`config.mk`:
```
export PLATFORM = sky130hd
export DESIGN_NAME = clk_div_ctrl
export DESIGN_NICKNAME = d
export VERILOG_FILES = /design/src/rtl/clk_div_ctrl.sv
export SDC_FILE = /design/constraint.sdc
export NUM_CORES = 1
export LEC_CHECK = 0
export BUFFER_PORTS_ARGS = -buffer_cell sky130_fd_sc_hd__buf_2
export CAP_MARGIN = 10
export CORE_ASPECT_RATIO = 0.7
export CORE_UTILIZATION = 35
export DETAILED_ROUTE_END_ITERATION = 10
export PLACE_DENSITY_LB_ADDON = 0.2
export SYNTH_ARGS = -nofsm -noshare
export SYNTH_HDL_FRONTEND = slang
export SYNTH_SLANG_ARGS = --single-unit
```
`constraint.sdc`:
```
create_clock -name CLK_IN -period 2.68 [get_ports CLK_IN]
set_input_delay 0.402 -clock CLK_IN [delete_from_list [all_inputs] [get_ports CLK_IN]]
set_output_delay 0.402 -clock CLK_IN [all_outputs]
set_load 0.05 [all_outputs]
```
`src/rtl/clk_div_ctrl.sv`:
```
// -----------------------------------------------------------------------------
// clk_div_ctrl
//
// Even clock divider with a two-requester reconfiguration controller.
// The divided clock runs at 2*cur_half CLK_IN cycles per period. Requester A
// and requester B ask for a new half-period. They are arbitrated round-robin.
// The winning value is applied only on the high->low toggle edge, or at once
// while the divider is stopped. This keeps clk_div free of glitches and at
// 50% duty cycle.
//
// Parameters
//   CNT_W     width of the half-period values and the internal counter
//   DEF_HALF  half-period loaded at reset (1 .. 2**CNT_W-1)
//
// Ports
//   CLK_IN    system clock
//   RST_N     asynchronous active-low reset
//   div_en    1 = divider runs, 0 = divider stopped with clk_div held low
//   req_a     requester A change request, held until gnt_a or nack_a
//   half_a    half-period requested by A
//   gnt_a     one-cycle pulse: A's value has been applied
//   nack_a    one-cycle pulse: A's value was rejected (zero)
//   req_b     requester B change request, held until gnt_b or nack_b
//   half_b    half-period requested by B
//   gnt_b     one-cycle pulse: B's value has been applied
//   nack_b    one-cycle pulse: B's value was rejected (zero)
//   clk_div   divided clock (registered)
//   rise_stb  one-cycle strobe in the first CLK_IN cycle with clk_div high
//
// Optional status ports, present only when CLK_DIV_CTRL_STAT_EN is defined:
//   busy      1 while a reconfiguration is in flight (controller not idle)
//   cur_half  half-period currently applied (DEF_HALF after reset)
// -----------------------------------------------------------------------------
module clk_div_ctrl #(
  parameter int CNT_W    = 8,
  parameter int DEF_HALF = 5
) (
  input  logic             CLK_IN,
  input  logic             RST_N,
  input  logic             div_en,
  input  logic             req_a,
  input  logic [CNT_W-1:0] half_a,
  output logic             gnt_a,
  output logic             nack_a,
  input  logic             req_b,
  input  logic [CNT_W-1:0] half_b,
  output logic             gnt_b,
  output logic             nack_b,
  output logic             clk_div,
  output logic             rise_stb
`ifdef CLK_DIV_CTRL_STAT_EN
  ,
  output logic             busy,
  output logic [CNT_W-1:0] cur_half
`endif
);

  localparam logic [CNT_W-1:0] ONE      = CNT_W'(1);
  localparam logic [CNT_W-1:0] RST_HALF = CNT_W'(DEF_HALF);

  typedef enum logic [1:0] {
    IDLE = 2'd0,
    PEND = 2'd1,
    ACK  = 2'd2
  } state_t;

  state_t           state_q, state_d;

  logic [CNT_W-1:0] count_q;
  logic [CNT_W-1:0] cur_half_q;
  logic [CNT_W-1:0] pend_half_q;
  logic             clk_div_q;
  logic             rise_q;

  logic             owner_b_q;   // recorded winner of the pending change
  logic             prio_b_q;    // round-robin pointer: 1 favours B
  logic             gnt_a_q, gnt_b_q;
  logic             nack_a_q, nack_b_q;

  logic             last_cnt;
  logic             at_boundary;
  logic             req_a_v, req_b_v;
  logic             win_b;
  logic [CNT_W-1:0] win_half;
  logic             take;
  logic             apply;
  logic             nack_a_d, nack_b_d;

  // The counter is in the last cycle of the current phase.
  assign last_cnt = (count_q == (cur_half_q - ONE));

  // Safe point to switch the ratio: the high->low toggle edge, or any edge
  // while the divider is stopped (clk_div is forced low then anyway).
  assign at_boundary = !div_en || (clk_div_q && last_cnt);

  // ---- controller: next-state and decisions ----
  always_comb begin
    state_d  = state_q;
    take     = 1'b0;
    apply    = 1'b0;
    nack_a_d = 1'b0;
    nack_b_d = 1'b0;

    // A requester still holds req during its nack cycle. Masking it there
    // stops a single zero request from being rejected twice.
    req_a_v  = req_a && !nack_a_q;
    req_b_v  = req_b && !nack_b_q;
    win_b    = req_b_v && (!req_a_v || prio_b_q);
    win_half = win_b ? half_b : half_a;

    case (state_q)
      IDLE: begin
        if (req_a_v || req_b_v) begin
          if (win_half == '0) begin
            nack_a_d = !win_b;
            nack_b_d = win_b;
          end else begin
            take    = 1'b1;
            state_d = PEND;
          end
        end
      end
      PEND: begin
        if (at_boundary) begin
          apply   = 1'b1;
          state_d = ACK;
        end
      end
      ACK: begin
        state_d = IDLE;
      end
      default: begin
        state_d = IDLE;
      end
    endcase
  end

  // ---- controller: state register ----
  always_ff @(posedge CLK_IN or negedge RST_N) begin
    if (!RST_N) begin
      state_q   <= IDLE;
      owner_b_q <= 1'b0;
      prio_b_q  <= 1'b0;
      gnt_a_q   <= 1'b0;
      gnt_b_q   <= 1'b0;
      nack_a_q  <= 1'b0;
      nack_b_q  <= 1'b0;
    end else begin
      state_q  <= state_d;
      // gnt rises with the ACK state: the requester sees it while the
      // controller is ignoring requests, and drops req before IDLE returns.
      gnt_a_q  <= apply && !owner_b_q;
      gnt_b_q  <= apply && owner_b_q;
      nack_a_q <= nack_a_d;
      nack_b_q <= nack_b_d;

      if (take) begin
        owner_b_q <= win_b;
      end

      // Move the pointer past whoever was served, granted or rejected.
      if (nack_a_d || nack_b_d) begin
        prio_b_q <= nack_a_d;
      end else if (state_q == ACK) begin
        prio_b_q <= !owner_b_q;
      end
    end
  end

  // Pending value is plain data: it is meaningful only while in PEND, and
  // a reset leaves PEND anyway.
  always_ff @(posedge CLK_IN) begin
    if (take) begin
      pend_half_q <= win_half;
    end
  end

  // ---- divider ----
  always_ff @(posedge CLK_IN or negedge RST_N) begin
    if (!RST_N) begin
      count_q    <= '0;
      clk_div_q  <= 1'b0;
      rise_q     <= 1'b0;
      cur_half_q <= RST_HALF;
    end else begin
      rise_q <= 1'b0;
      if (apply) begin
        // The boundary edge behaves like a normal high->low toggle, or like
        // a stopped divider. The output is low in both cases.
        count_q    <= '0;
        clk_div_q  <= 1'b0;
        cur_half_q <= pend_half_q;
      end else if (!div_en) begin
        count_q   <= '0;
        clk_div_q <= 1'b0;
      end else if (last_cnt) begin
        count_q   <= '0;
        clk_div_q <= !clk_div_q;
        rise_q    <= !clk_div_q;
      end else begin
        count_q <= count_q + ONE;
      end
    end
  end

  assign clk_div  = clk_div_q;
  assign rise_stb = rise_q;
  assign gnt_a    = gnt_a_q;
  assign gnt_b    = gnt_b_q;
  assign nack_a   = nack_a_q;
  assign nack_b   = nack_b_q;

`ifdef CLK_DIV_CTRL_STAT_EN
  assign busy     = (state_q != IDLE);
  assign cur_half = cur_half_q;
`endif

endmodule

```
---- Yosys cells after proc, flatten, opt, wreduce, memory -nomap -nowiden ----
Cells that the tools add are included.
word-level totals
  word-level logic and storage cells ...... 69
  output and inout bits ................... 6
  register bits ........................... 34
  input bits .............................. 21
cells by class
  reductions and logical operators ........ 21
  add/sub/neg operators ................... 2
  equal/unequal tests ..................... 7
  muxes and demuxes ....................... 27
operators with widths
  operator                                           number
  two-way mux 8 bit                                  4
  two-way mux 1 bit                                  19
  adder 8 x 1 -> 8 bit (second input constant)       1
  == test 8 bit                                      1
  zero test 8 bit                                    1
  subtractor 8 x 1 -> 8 bit (second input constant)  1
  zero test 1 bit                                    7
  logical AND 1 bit                                  6
  two-way mux 2 bit                                  3
  != test 2 bit (second input constant)              3
  logical OR 1 bit                                   4
  one-hot mux 2 bit (2 select lines)                 1
  != test 3 x 1 -> 1 bit (second input constant)     1
  AND reduction 3 bit                                1
  == test 2 x 1 -> 1 bit (second input constant)     1
  == test 2 bit (second input constant)              1
  zero test 2 bit                                    1
  nonzero test 2 bit                                 1

---- Depth between registers and ports, before layout ----
Gate-level depths: netlist of run 1.
  depth in word-level cells ............... 12
  depth in mapped cells ................... 9
  gate-level depth less buffers ........... 8

---- Least setup slack after synthesis of run 1 ----
Ideal clock, no wire load.
  path kind ............................... flip-flop to flip-flop
  from .................................... reg cur_half_q[0]
  to ...................................... reg cur_half_q[1]
  arrival ................................. 2.323 ns
  path slack .............................. 0.230 ns
  required time ........................... 2.553 ns
  buffers on the path ..................... 1
  cell stages (with the launch flop) ...... 10
  cell sequence ........................... dfstp_2 -> inv_1 -> ha_1 -> nor2b_1 -> or3_1 -> a31oi_1 -> nand4_1 -> o2bb2ai_2 -> buf_4 -> mux2_1
on the way
  cells in the longest elaborated chain, start to end .. 6
RTL lines
  item                       RTL line  text
  start, declared            70        logic [CNT_W-1:0] cur_half_q;
  start signal, assigned     192       cur_half_q <= pend_half_q;
  subtractor 8 x 1 -> 8 bit  90        assign last_cnt = (count_q == (cur_half_q - ONE));
  == test 8 bit              90
  logical AND 1 bit          94        assign at_boundary = !div_en || (clk_div_q && last_cnt);
  logical OR 1 bit           94
  two-way mux 1 bit          124       if (at_boundary) begin
  two-way mux 1 bit          111       case (state_q)
Every way passes these cells.
A chain may end at the register's enable or synchronous reset.

---- Final worst setup path of run 1 ----
  from .................................... reg cur_half_q[0]
  to ...................................... reg cur_half_q[5]
Same word-level chain as after synthesis.

==> results of run 1 <==
## worst max-delay path by stage
| stage | cells after the start | start | to | slack, ns |
|---|---|---|---|---|
| 6_report | 9 | cur_half_q[0] | cur_half_q[5] | 0.20 |
| 5_1_grt | 9 | cur_half_q[0] | cur_half_q[5] | 0.08 |
| 4_1_cts | 9 | cur_half_q[0] | cur_half_q[5] | 0.06 |
| 3_5_place_dp | 9 | cur_half_q[0] | cur_half_q[4] | -0.02 |
| 3_3_place_gp | 9 | cur_half_q[0] | cur_half_q[5] | 0.08 |
| 2_1_floorplan | 9 | cur_half_q[0] | cur_half_q[1] | 0.23 |
## cell usage after synthesis, drive strengths merged, types with 2 or more instances
cell / instances / share of area, %
dfrtp: 24 / 35
mux2: 18 / 12
nor2: 13 / 2.9
edfxtp: 8 / 14
xnor2: 8 / 4.1
nand2: 7 / 1.7
xor2: 7 / 3.6
nor2b: 6 / 2.2
nor4: 6 / 2.6
inv: 5 / 1.1
o21ai: 5 / 1.5
and3: 3 / 1.1
nand3: 3 / 0.88
nor3: 3 / 0.88
or3: 3 / 1.4
a31oi: 2 / 0.73
and2: 2 / 0.73
dfstp: 2 / 3.1
ha: 2 / 1.5
nor4b: 2 / 1.0
## power by group
part           switching (uW)  leakage, uW  internal [uW]
combinational             326     0.000416            284
clock                     177    0.0000426            178
sequential                128     0.000411            694
## layout make-up
class                   instances  area [sq um]  share of cell area (%)
flip-flops and latches         34           893                    44.4
multi-input cells             105           795                    39.5
repair buffers                 29           156                    7.77
clock buffers                   6          72.6                    3.60
well taps                      55          68.8                    3.42
inverters                       5          18.8                   0.932
clock inverters                 2          8.76                   0.435
## what timing repair did
item                       CTS  global route
buffers inserted             0             1
hold buffers                 0             0
resized for setup            1             2
setup endpoints to repair    6             8
## flip-flops by register name, indices dropped and copies added (netlist names)
register,cells
clk_div,1
nack_b,1
gnt_a,1
nack_a,1
state_q,2
cur_half_q,8
gnt_b,1
pend_half_q,8
count_q,8
rise_stb,1
prio_b_q,1
owner_b_q,1
## metal layers
metal,track usage [%],routed length (um),up-vias
li1,-,-,594
met2,22.7,1490,26
met5,0,0,-
met1,19.6,1670,593
met3,5.71,167,7
met4,5.71,49,0
## kinds of logic after synthesis
group / share of synthesized area [%]
buffers and inverters: 1.76
and+or+nand+nor: 17.4
muxes: 11.9
adders and majority gates: 1.47
xor gates and xnor gates: 7.72
DFF: 52.5
AOI/OAI and AO/OA: 7.27
## worst max-delay path, delay by kind of cell, from the launching register on
family,cells,cell delay [ns]
compound gates,2,0.38
flops,1,0.54
buf+inv,2,0.21
fa+ha+maj,1,0.23
mux,1,0.34
simple gates,3,0.65
## stage by stage
| step | worst slack (ns) | TNS, ns | hold WS [ns] | instances | instance area [sq um] |
|---|---|---|---|---|---|
| after CTS | 0.0591 | 0 | 0.134 | 235 | 1990 |
| after global placement | 0.0815 | 0 | 0.431 | 227 | 1910 |
| after floorplan | 0.230 | 0 | 0.106 | 146 | 1700 |
| after global routing | 0.0766 | 0 | 0.145 | 236 | 2010 |
| after detailed placement | -0.0210 | -0.0564 | 0.443 | 227 | 1910 |
| final | 0.198 | 0 | 0.117 | 236 | 2010 |
==> results.json, run 1 <==
{
  "run_status": "complete, no violations",
  "clock_skew_ns": 0.00571,
  "ys_flop_type": "sky130_fd_sc_hd__dfrtp_1",
  "ctsRootBufferMaster": "sky130_fd_sc_hd__clkbuf_8",
  "crit_path_max_incr_delay_ns": 0.54,
  "worstMarginPinSlew_ns": 0.589,
  "cp.required_ns": 2.85,
  "global_route_wire_length_before_repair_mm": 5.61,
  "initial_core_util_pct": 37.8,
  "core_area_sq_um": 4500,
  "groute.usage.overall_pct": 14.9,
  "detailroute.via_count": 1220,
  "yosys_register_bits": 34,
  "finalWeightedCongestion": 0.832,
  "num-fill-cells": 417,
  "syn_nets": 169,
  "cp-end-kind": "flip-flop",
  "synth_seq_area_share_pct": 52.5,
  "r2r-start": "cur_half_q[0]",
  "cell_area_after_technology_mapping_sq_um": 1700,
  "commonest_non_fill_non_tap_cells_in_the_layout": "sky130_fd_sc_hd__buf_2, sky130_fd_sc_hd__dfrtp_1, sky130_fd_sc_hd__nor2_1",
  "detail_route.wl_per_cell_um": 14.3,
  "number_of_endpoints_with_negative_hold_slack_in_the_final_report": 0,
  "cap_violations": 0,
  "max-clock-path-buffers": 2,
  "final-max-slew-violation-count": 0,
  "rr_worst_depth": 9,
  "cts.reportedPaths.clkPinSlew_ns": 0.07,
  "syn_to_final_growth_pct": 18.2,
  "layout.cells.most_common": "sky130_fd_sc_hd__buf_2",
  "nNetsFinal": 203,
  "fmax_mhz": 403,
  "setup-violations-final": 0,
  "tritoncts": "yes",
  "final.min_clock_period_ns": 2.48,
  "drt_wl_total_mm": 3.39,
  "count_of_flip_flops_with_a_built_in_enable_after_synthesis": 8,
  "max-slew-margin-rel_pct": 60.7,
  "synth.yosys.warnings": 0,
  "die_width_um": 85.4,
  "globalRouteOverflowTotal": 0,
  "synth_cell_type_count": 42,
  "reg2reg_setup_slack_ns": 0.20,
  "setup.worst_path.start_class": "flip-flop",
  "path_max_fanout": 11,
  "initial_antenna_violation_count": 0,
  "max-vdd-ir-drop_mv": 0.248,
  "timing.rr.end": "cur_half_q[5]",
  "numCtsBuffers": 5,
  "num_io_pins": 27,
  "cts.sink_count": 34,
  "drt.antenna.violating_nets": 0,
  "syn_area_per_cell_sq_um": 11.7,
  "post-route-drc-count": 0,
  "syn-instance-count": 146,
  "synth_async_sr_flop_share_pct": 76.5,
  "port-buffer-count": 26,
  "critPathSlowestCell": "sky130_fd_sc_hd__dfstp_2",
  "layout_worst_path_cycle_share_pct": 92.6,
  "via_per_instance_ratio": 5.17,
  "path_class": "flip-flop to flip-flop",
  "grt_pass1_vias": 1150,
  "die_area_sq_um": 5150,
  "die_height_um": 60.4,
  "clkLatencyLatePin_ns": 0.28,
  "largest_net_degree_at_the_start_of_global_routing": 27,
  "crit_arrival_ns": 2.65,
  "placementRows": 20,
  "total_inserted_antenna_cells": 0,
  "power.density_nw_per_um2": 888,
  "worstPathCellList": "inv_1 > ha_1 > nor2b_1 > or3_1 > a31oi_4 > nand4_1 > o2bb2ai_2 > buf_6 > mux2_2",
  "finalCoreUtilization_pct": 44.7,
  "rsz0062_at_grt": "no",
  "fin_total_pwr_uw": 1790,
  "dp_hpwl_mm": 2.57,
  "leakagePower_uw": 0.000870,
  "hold_path_class": "input pin to async pin",
  "cts-htree-levels": 2,
  "firstDrtPassIters": 4,
  "fraction_of_layout_instances_using_a_drive_strength_above_1_pct": 30.4,
  "drt-initial-drc-count": 94
}
No activity file was read; power rests on OpenSTA's default activity.
==> run 2, diff against run 1 <==
==> config.mk (replaced) <==
export PLATFORM = sky130hd
export DESIGN_NAME = clk_div_ctrl
export DESIGN_NICKNAME = d
export VERILOG_FILES = /design/src/rtl/clk_div_ctrl.sv
export SDC_FILE = /design/constraint.sdc
export NUM_CORES = 1
export LEC_CHECK = 0
export BUFFER_PORTS_ARGS = -buffer_cell sky130_fd_sc_hd__buf_4
export CORE_ASPECT_RATIO = 0.7
export CORE_UTILIZATION = 35
export DETAILED_ROUTE_END_ITERATION = 10
export PLACE_DENSITY_LB_ADDON = 0.2
export RECOVER_POWER = 50
export SYNTH_ARGS = -nofsm -noshare
export SYNTH_HDL_FRONTEND = slang
export SYNTH_SLANG_ARGS = --single-unit
==> run 2 against run 1 <==
Compared with the run above:
- via count rose by 0.57%
- die area did not move
- critical path depth fell by 2
- first-iteration DRC count fell by 15%
- register-to-register slack got worse by 0.02 ns
- non-clock buffer count did not move
- clock power rose by 1%
- sequential share of layout area fell by 0.79 points
- global-route usage rose by 0.66 points
- cell area rose by 1.8%
- routed wire length rose by 5.6%
- combinational power rose by 2%
- critical endpoint is now count_q[6]
- largest power group unchanged
==> results.json, run 2 (synthesis gave the netlist of run 1 again) <==
{
  "run_status": "complete, no violations",
  "drt-initial-drc-count": 80,
  "cp-end-kind": "flip-flop",
  "cts-htree-levels": 2,
  "worstPathCellList": "buf_4 > or4_1 > or3_1 > a211oi_1 > o211ai_1 > nand2_2 > nor2_1",
  "number_of_endpoints_with_negative_hold_slack_in_the_final_report": 0,
  "cts_hold_buf": 0,
  "placementRows": 20,
  "critical-path-top-delay-family": "simple AND/OR/NAND/NOR gates",
  "rsz0062_at_grt": "no",
  "final-max-slew-violation-count": 0,
  "fmax_mhz": 399,
  "final.setup.worst_slack_ns": 0.174,
  "critPathBufInv": 1,
  "max-clock-path-buffers": 2,
  "globalRouteOverflowTotal": 0,
  "setup.worst_path.start_class": "flip-flop",
  "cp.required_ns": 2.84,
  "fraction_of_layout_instances_using_a_drive_strength_above_1_pct": 26.0,
  "max-vdd-ir-drop_mv": 0.297,
  "path_max_fanout": 7,
  "p_comb_share_pct": 34.7,
  "grt_pass1_vias": 1211,
  "worstMarginPinSlew_ns": 1.37,
  "detailroute.via_count": 1227,
  "cap_violations": 0,
  "firstDrtPassIters": 4,
  "max-slew-margin-rel_pct": 8.99,
  "port-buffer-count": 26,
  "clock_skew_ns": 0.00626,
  "power.clock.fraction_pct": 19.9,
  "die_height_um": 60.4,
  "finish.instance_area_sq_um": 2050,
  "multi_input_comb_area_sq_um": 795,
  "tritoncts": "yes",
  "core_area_sq_um": 4500,
  "sequential_cell_area_sq_um": 893,
  "switching_power_uw": 641,
  "via_per_instance_ratio": 5.20,
  "groute.usage.overall_pct": 15.5,
  "syn_to_final_growth_pct": 20.4,
  "cts.reportedPaths.clkPinSlew_ns": 0.07,
  "nNetsFinal": 203,
  "num-fill-cells": 433,
  "fin_total_pwr_uw": 1800,
  "detail_route.wl_per_cell_um": 15.1,
  "leakagePower_uw": 0.000856,
  "path_class": "flip-flop to flip-flop",
  "total_inserted_antenna_cells": 0,
  "finalWeightedCongestion": 0.851,
  "detailedPlace.worstSlack_ns": -0.0157,
  "crit_path_max_incr_delay_ns": 0.52,
  "die_width_um": 85.4,
  "layout_worst_path_cycle_share_pct": 93.5,
  "ctsRootBufferMaster": "sky130_fd_sc_hd__clkbuf_8",
  "highest-signal-layer": "met4",
  "seq_power_share_pct": 45.4,
  "post-route-drc-count": 0,
  "drt-met1-wl_mm": 1.73,
  "clkLatencyLatePin_ns": 0.28,
  "setup-violations-final": 0,
  "dr_wl_met2_mm": 1.67,
  "die_area_sq_um": 5150,
  "initial_core_util_pct": 37.8,
  "dp_hpwl_mm": 2.69,
  "drt_wl_total_mm": 3.58,
  "cell_internal_pwr_uw": 1160,
  "largest_net_degree_at_the_start_of_global_routing": 27,
  "placement.cell_area_sq_um": 1970,
  "switching_share_pct": 35.6,
  "layout.cells.most_common": "sky130_fd_sc_hd__dfrtp_1",
  "critPathSlowestCell": "sky130_fd_sc_hd__or4_1",
  "hold_path_class": "input pin to flip-flop",
  "global_route_wire_length_before_repair_mm": 5.83,
  "largest_registers": "count_q: 8 flops, cur_half_q: 8 flops, pend_half_q: 8 flops",
  "drt.antenna.violating_nets": 0,
  "numCtsBuffers": 5,
  "power.density_nw_per_um2": 879,
  "cts.sink_count": 34,
  "crit_arrival_ns": 2.67,
  "num_io_pins": 27,
  "wl_met3_um": 113,
  "commonest_non_fill_non_tap_cells_in_the_layout": "sky130_fd_sc_hd__dfrtp_1, sky130_fd_sc_hd__buf_4, sky130_fd_sc_hd__nor2_1",
  "initial_antenna_violation_count": 0,
  "final.min_clock_period_ns": 2.51
}
[run 2: power groups by stage]
stage	sequential (uW)	clock, uW	combinational [uW]
after global routing	844	387	694
after detailed placement	843	0	575
after floorplan	827	0	414
after CTS	833	368	590
final	818	359	625
after global placement	837	0	554
[run 2: layer usage]
| metal | up-vias | track usage, % |
|---|---|---|
| met4 | 0 | 7.86 |
| met1 | 606 | 19.8 |
| met5 | - | 0 |
| met2 | 21 | 25.2 |
| li1 | 594 | - |
| met3 | 6 | 4.08 |
[run 2: worst register-to-register path, cell delays in order, from the launching register on]
cell	delay (ns)
sky130_fd_sc_hd__dfstp_2	0.37
sky130_fd_sc_hd__buf_4	0.15
sky130_fd_sc_hd__or4_1	0.53
sky130_fd_sc_hd__or3_1	0.39
sky130_fd_sc_hd__a211oi_1	0.37
sky130_fd_sc_hd__o211ai_1	0.29
sky130_fd_sc_hd__nand2_2	0.23
sky130_fd_sc_hd__nor2_1	0.07
[run 2: final timing paths]
path | start | end | slack [ns] | depth (start not counted)
max | cur_half_q[0] | count_q[6] | 0.17 | 7
min | div_en | state_q[0] | 0.40 | 2
max reg2reg | cur_half_q[0] | count_q[6] | 0.17 | 7
min reg2reg | pend_half_q[7] | cur_half_q[7] | 0.47 | 1
max in group asynchronous | RST_N | cur_half_q[1] | 1.46 | 1
min in group asynchronous | RST_N | state_q[0] | 0.42 | 1
[run 2: metrics by stage]
| step | hold slack (ns) | setup TNS (ns) | instances | utilization, % |
|---|---|---|---|---|
| detailed placement | 0.330 | -0.0519 | 227 | 43.8 |
| CTS | 0.0232 | 0 | 235 | 45.7 |
| global route | 0.402 | 0 | 236 | 45.5 |
| global placement | 0.323 | 0 | 227 | 43.8 |
| floorplan | 0.106 | 0 | 146 | - |
| finish | 0.402 | 0 | 236 | 45.5 |
[run 2: area by class of cell]
type | count | area share (%)
clock buffers | 6 | 3.54
clock inverters | 2 | 0.488
inverters | 5 | 0.916
multi-input cells | 105 | 38.8
flip-flops and latches | 34 | 43.6
well taps | 55 | 3.36
repair buffers | 29 | 9.34
[run 2: repair_timing]
| item | 4_1_cts | 5_1_grt |
|---|---|---|
| gates resized for setup | 1 | 2 |
| endpoints found under the setup margin | 7 | 8 |
| endpoints found under the hold margin | 0 | 0 |
| buffers inserted | 0 | 1 |
==> run 3, diff against run 2 <==
--- a/config.mk
+++ b/config.mk
@@ -7,8 +7,10 @@
 export LEC_CHECK = 0
 export BUFFER_PORTS_ARGS = -buffer_cell sky130_fd_sc_hd__buf_4
 export CORE_ASPECT_RATIO = 0.7
+export CORE_MARGIN = 5
 export CORE_UTILIZATION = 35
 export DETAILED_ROUTE_END_ITERATION = 10
+export MAX_ROUTING_LAYER = met4
 export PLACE_DENSITY_LB_ADDON = 0.2
 export RECOVER_POWER = 50
 export SYNTH_ARGS = -nofsm -noshare
==> run 3 against run 2 <==
Compared with the run above:
- flip-flop and latch count unchanged
- sequential share of layout area is 0.19 points lower
- non-clock buffer count fell by 1
- clock skew is 0.0039 ns lower
- hold slack got worse by 0.013 ns
- first-iteration DRC count fell by 44%
- count of clock-buffer cells in the layout did not move
- via count down 2.3%
- combinational power shrank 6.7%
- routed wire length down 1.8%
==> results.json, run 3 (synthesis gave the netlist of run 1 again) <==
{
  "dp_hpwl_mm": 2.70,
  "hold_path_class": "input pin to flip-flop",
  "max-vdd-ir-drop_mv": 0.289,
  "detailroute.via_count": 1199,
  "cap_violations": 0,
  "detail_route.wl_per_cell_um": 14.1,
  "ctsRootBufferMaster": "sky130_fd_sc_hd__clkbuf_8",
  "detailedPlace.worstSlack_ns": 0.0895,
  "drt.antenna.violating_nets": 0,
  "cts.reportedPaths.clkPinSlew_ns": 0.07,
  "critPathBufInv": 2,
  "worstMarginPinSlew_ns": 1.39,
  "max-clock-path-buffers": 2,
  "initial_antenna_violation_count": 0,
  "fraction_of_layout_instances_using_a_drive_strength_above_1_pct": 25.6,
  "critical-path-top-delay-family": "simple AND/OR/NAND/NOR gates",
  "cp-end-kind": "flip-flop",
  "num_io_pins": 27,
  "grt_pass1_vias": 1153,
  "syn_to_final_growth_pct": 20.9,
  "power.clock.fraction_pct": 20.2,
  "tritoncts": "yes",
  "commonest_non_fill_non_tap_cells_in_the_layout": "sky130_fd_sc_hd__dfrtp_1, sky130_fd_sc_hd__buf_4, sky130_fd_sc_hd__nor2_1",
  "cell_internal_pwr_uw": 1150,
  "globalRouteOverflowTotal": 0,
  "via_per_instance_ratio": 4.82,
  "firstDrtPassIters": 5,
  "numCtsBuffers": 5,
  "post-route-drc-count": 0,
  "clock_skew_ns": 0.00232,
  "port-buffer-count": 26,
  "max-slew-margin-rel_pct": 7.56,
  "switching_share_pct": 34.9,
  "drt_wl_total_mm": 3.51,
  "final.min_clock_period_ns": 2.57,
  "cts.repair_timing.setup_buffer_count": 0,
  "final-max-slew-violation-count": 0,
  "rsz0062_at_grt": "no",
  "leakagePower_uw": 0.000851,
  "critPathSlowestCell": "sky130_fd_sc_hd__dfstp_2",
  "core_area_sq_um": 4760,
  "clkLatencyLatePin_ns": 0.28,
  "global_route_wire_length_before_repair_mm": 5.71,
  "largest_registers": "count_q: 8 flops, cur_half_q: 8 flops, pend_half_q: 8 flops",
  "totalNegativeSetupSlack_ns": 0,
  "placementRows": 21,
  "cts_hold_buf": 0,
  "run_status": "complete, no violations",
  "final.setup.worst_slack_ns": 0.111,
  "path_class": "flip-flop to flip-flop",
  "setup-violations-final": 0,
  "initial_core_util_pct": 35.8,
  "fmax_mhz": 389,
  "total_inserted_antenna_cells": 0,
  "layout_worst_path_cycle_share_pct": 95.9,
  "crit_path_max_incr_delay_ns": 0.60,
  "postCtsResizedCells": 0,
  "setup.worst_path.start_class": "flip-flop",
  "seq_power_share_pct": 46.9,
  "nNetsFinal": 202,
  "power.density_nw_per_um2": 860,
  "die_area_sq_um": 6380,
  "path_max_fanout": 11,
  "die_height_um": 68.4,
  "die_width_um": 93.4,
  "p_comb_share_pct": 33.0,
  "cp.required_ns": 2.85,
  "cts.sink_count": 34,
  "crit_arrival_ns": 2.74,
  "cts-htree-levels": 2,
  "groute.usage.overall_pct": 12.4,
  "largest_net_degree_at_the_start_of_global_routing": 27,
  "drt-initial-drc-count": 45,
  "worstPathCellList": "inv_1 > ha_1 > nor2b_1 > or3_1 > a31oi_2 > nand4_1 > o2bb2ai_2 > buf_12 > mux2_2",
  "number_of_endpoints_with_negative_hold_slack_in_the_final_report": 0,
  "switching_power_uw": 617,
  "layout.cells.most_common": "sky130_fd_sc_hd__dfrtp_1",
  "finalWeightedCongestion": 0.909
}
==> run 3: cell count changes in the layout (fill, tap and decap cells not counted) <==
cell	delta
sky130_fd_sc_hd__a31oi_2	+1
sky130_fd_sc_hd__a31oi_4	-1
sky130_fd_sc_hd__buf_12	+1
sky130_fd_sc_hd__buf_4	-1
sky130_fd_sc_hd__buf_6	-1
sky130_fd_sc_hd__clkinv_1	+1
sky130_fd_sc_hd__clkinv_2	-1
sky130_fd_sc_hd__mux2_1	-1
sky130_fd_sc_hd__mux2_2	+1
==> run 3: worst paths after layout <==
check / start / end / slack (ns) / cells past startpoint
setup / recovery: cur_half_q[0] / cur_half_q[5] / 0.11 / 9
hold / removal: div_en / state_q[0] / 0.39 / 2
setup reg to reg: cur_half_q[0] / cur_half_q[5] / 0.11 / 9
hold reg to reg: owner_b_q / gnt_a / 0.46 / 1
max in group asynchronous: RST_N / count_q[0] / 1.44 / 1
min in group asynchronous: RST_N / count_q[6] / 0.42 / 1
==> run 3: cell type report <==
| cell class | count | area [sq um] |
|---|---|---|
| Fill cell | 454 | 2700 |
| Sequential cell | 34 | 893 |
| Multi-Input combinational cell | 105 | 786 |
| Timing Repair Buffer | 28 | 193 |
| Tap cell | 69 | 86.3 |
| Clock buffer | 6 | 72.6 |
| Inverter | 5 | 18.8 |
| Clock inverter | 2 | 8.76 |
==> run 3: routing by layer <==
metal	global-route usage [%]	routed length (um)	vias to the layer above	share of wire (%)
met1	17.6	1760	571	50
met4	4.39	46	0	1.3
met3	3.63	178	7	5.1
met2	16.6	1520	29	43
li1	-	-	592	-
met5	-	0	-	0
==> run 3: worst register-to-register path, cell delays in order, from the launching register on <==
cell	delay, ns
sky130_fd_sc_hd__dfstp_2	0.60
sky130_fd_sc_hd__inv_1	0.06
sky130_fd_sc_hd__ha_1	0.24
sky130_fd_sc_hd__nor2b_1	0.14
sky130_fd_sc_hd__or3_1	0.35
sky130_fd_sc_hd__a31oi_2	0.23
sky130_fd_sc_hd__nand4_1	0.14
sky130_fd_sc_hd__o2bb2ai_2	0.21
sky130_fd_sc_hd__buf_12	0.15
sky130_fd_sc_hd__mux2_2	0.33
==> run 3: power groups by stage <==
stage,clock (uW),combinational (uW),sequential [uW]
2_1_floorplan,0,414,827
3_3_place_gp,0,570,835
3_5_place_dp,0,586,839
4_1_cts,373,589,830
5_1_grt,401,647,851
6_report,357,583,829
==> run 3: per-stage QoR <==
step           hold slack (ns)  area, sq um  power (uW)  util (%)  instances
3_3_place_gp             0.326         2000        1410      42.1        241
3_5_place_dp             0.334         2000        1420      42.1        241
5_1_grt                  0.386         2060        1900      43.3        249
2_1_floorplan            0.106         1700        1240         -        146
4_1_cts                 0.0206         2080        1790      43.8        249
6_report                 0.389         2060        1770      43.3        249
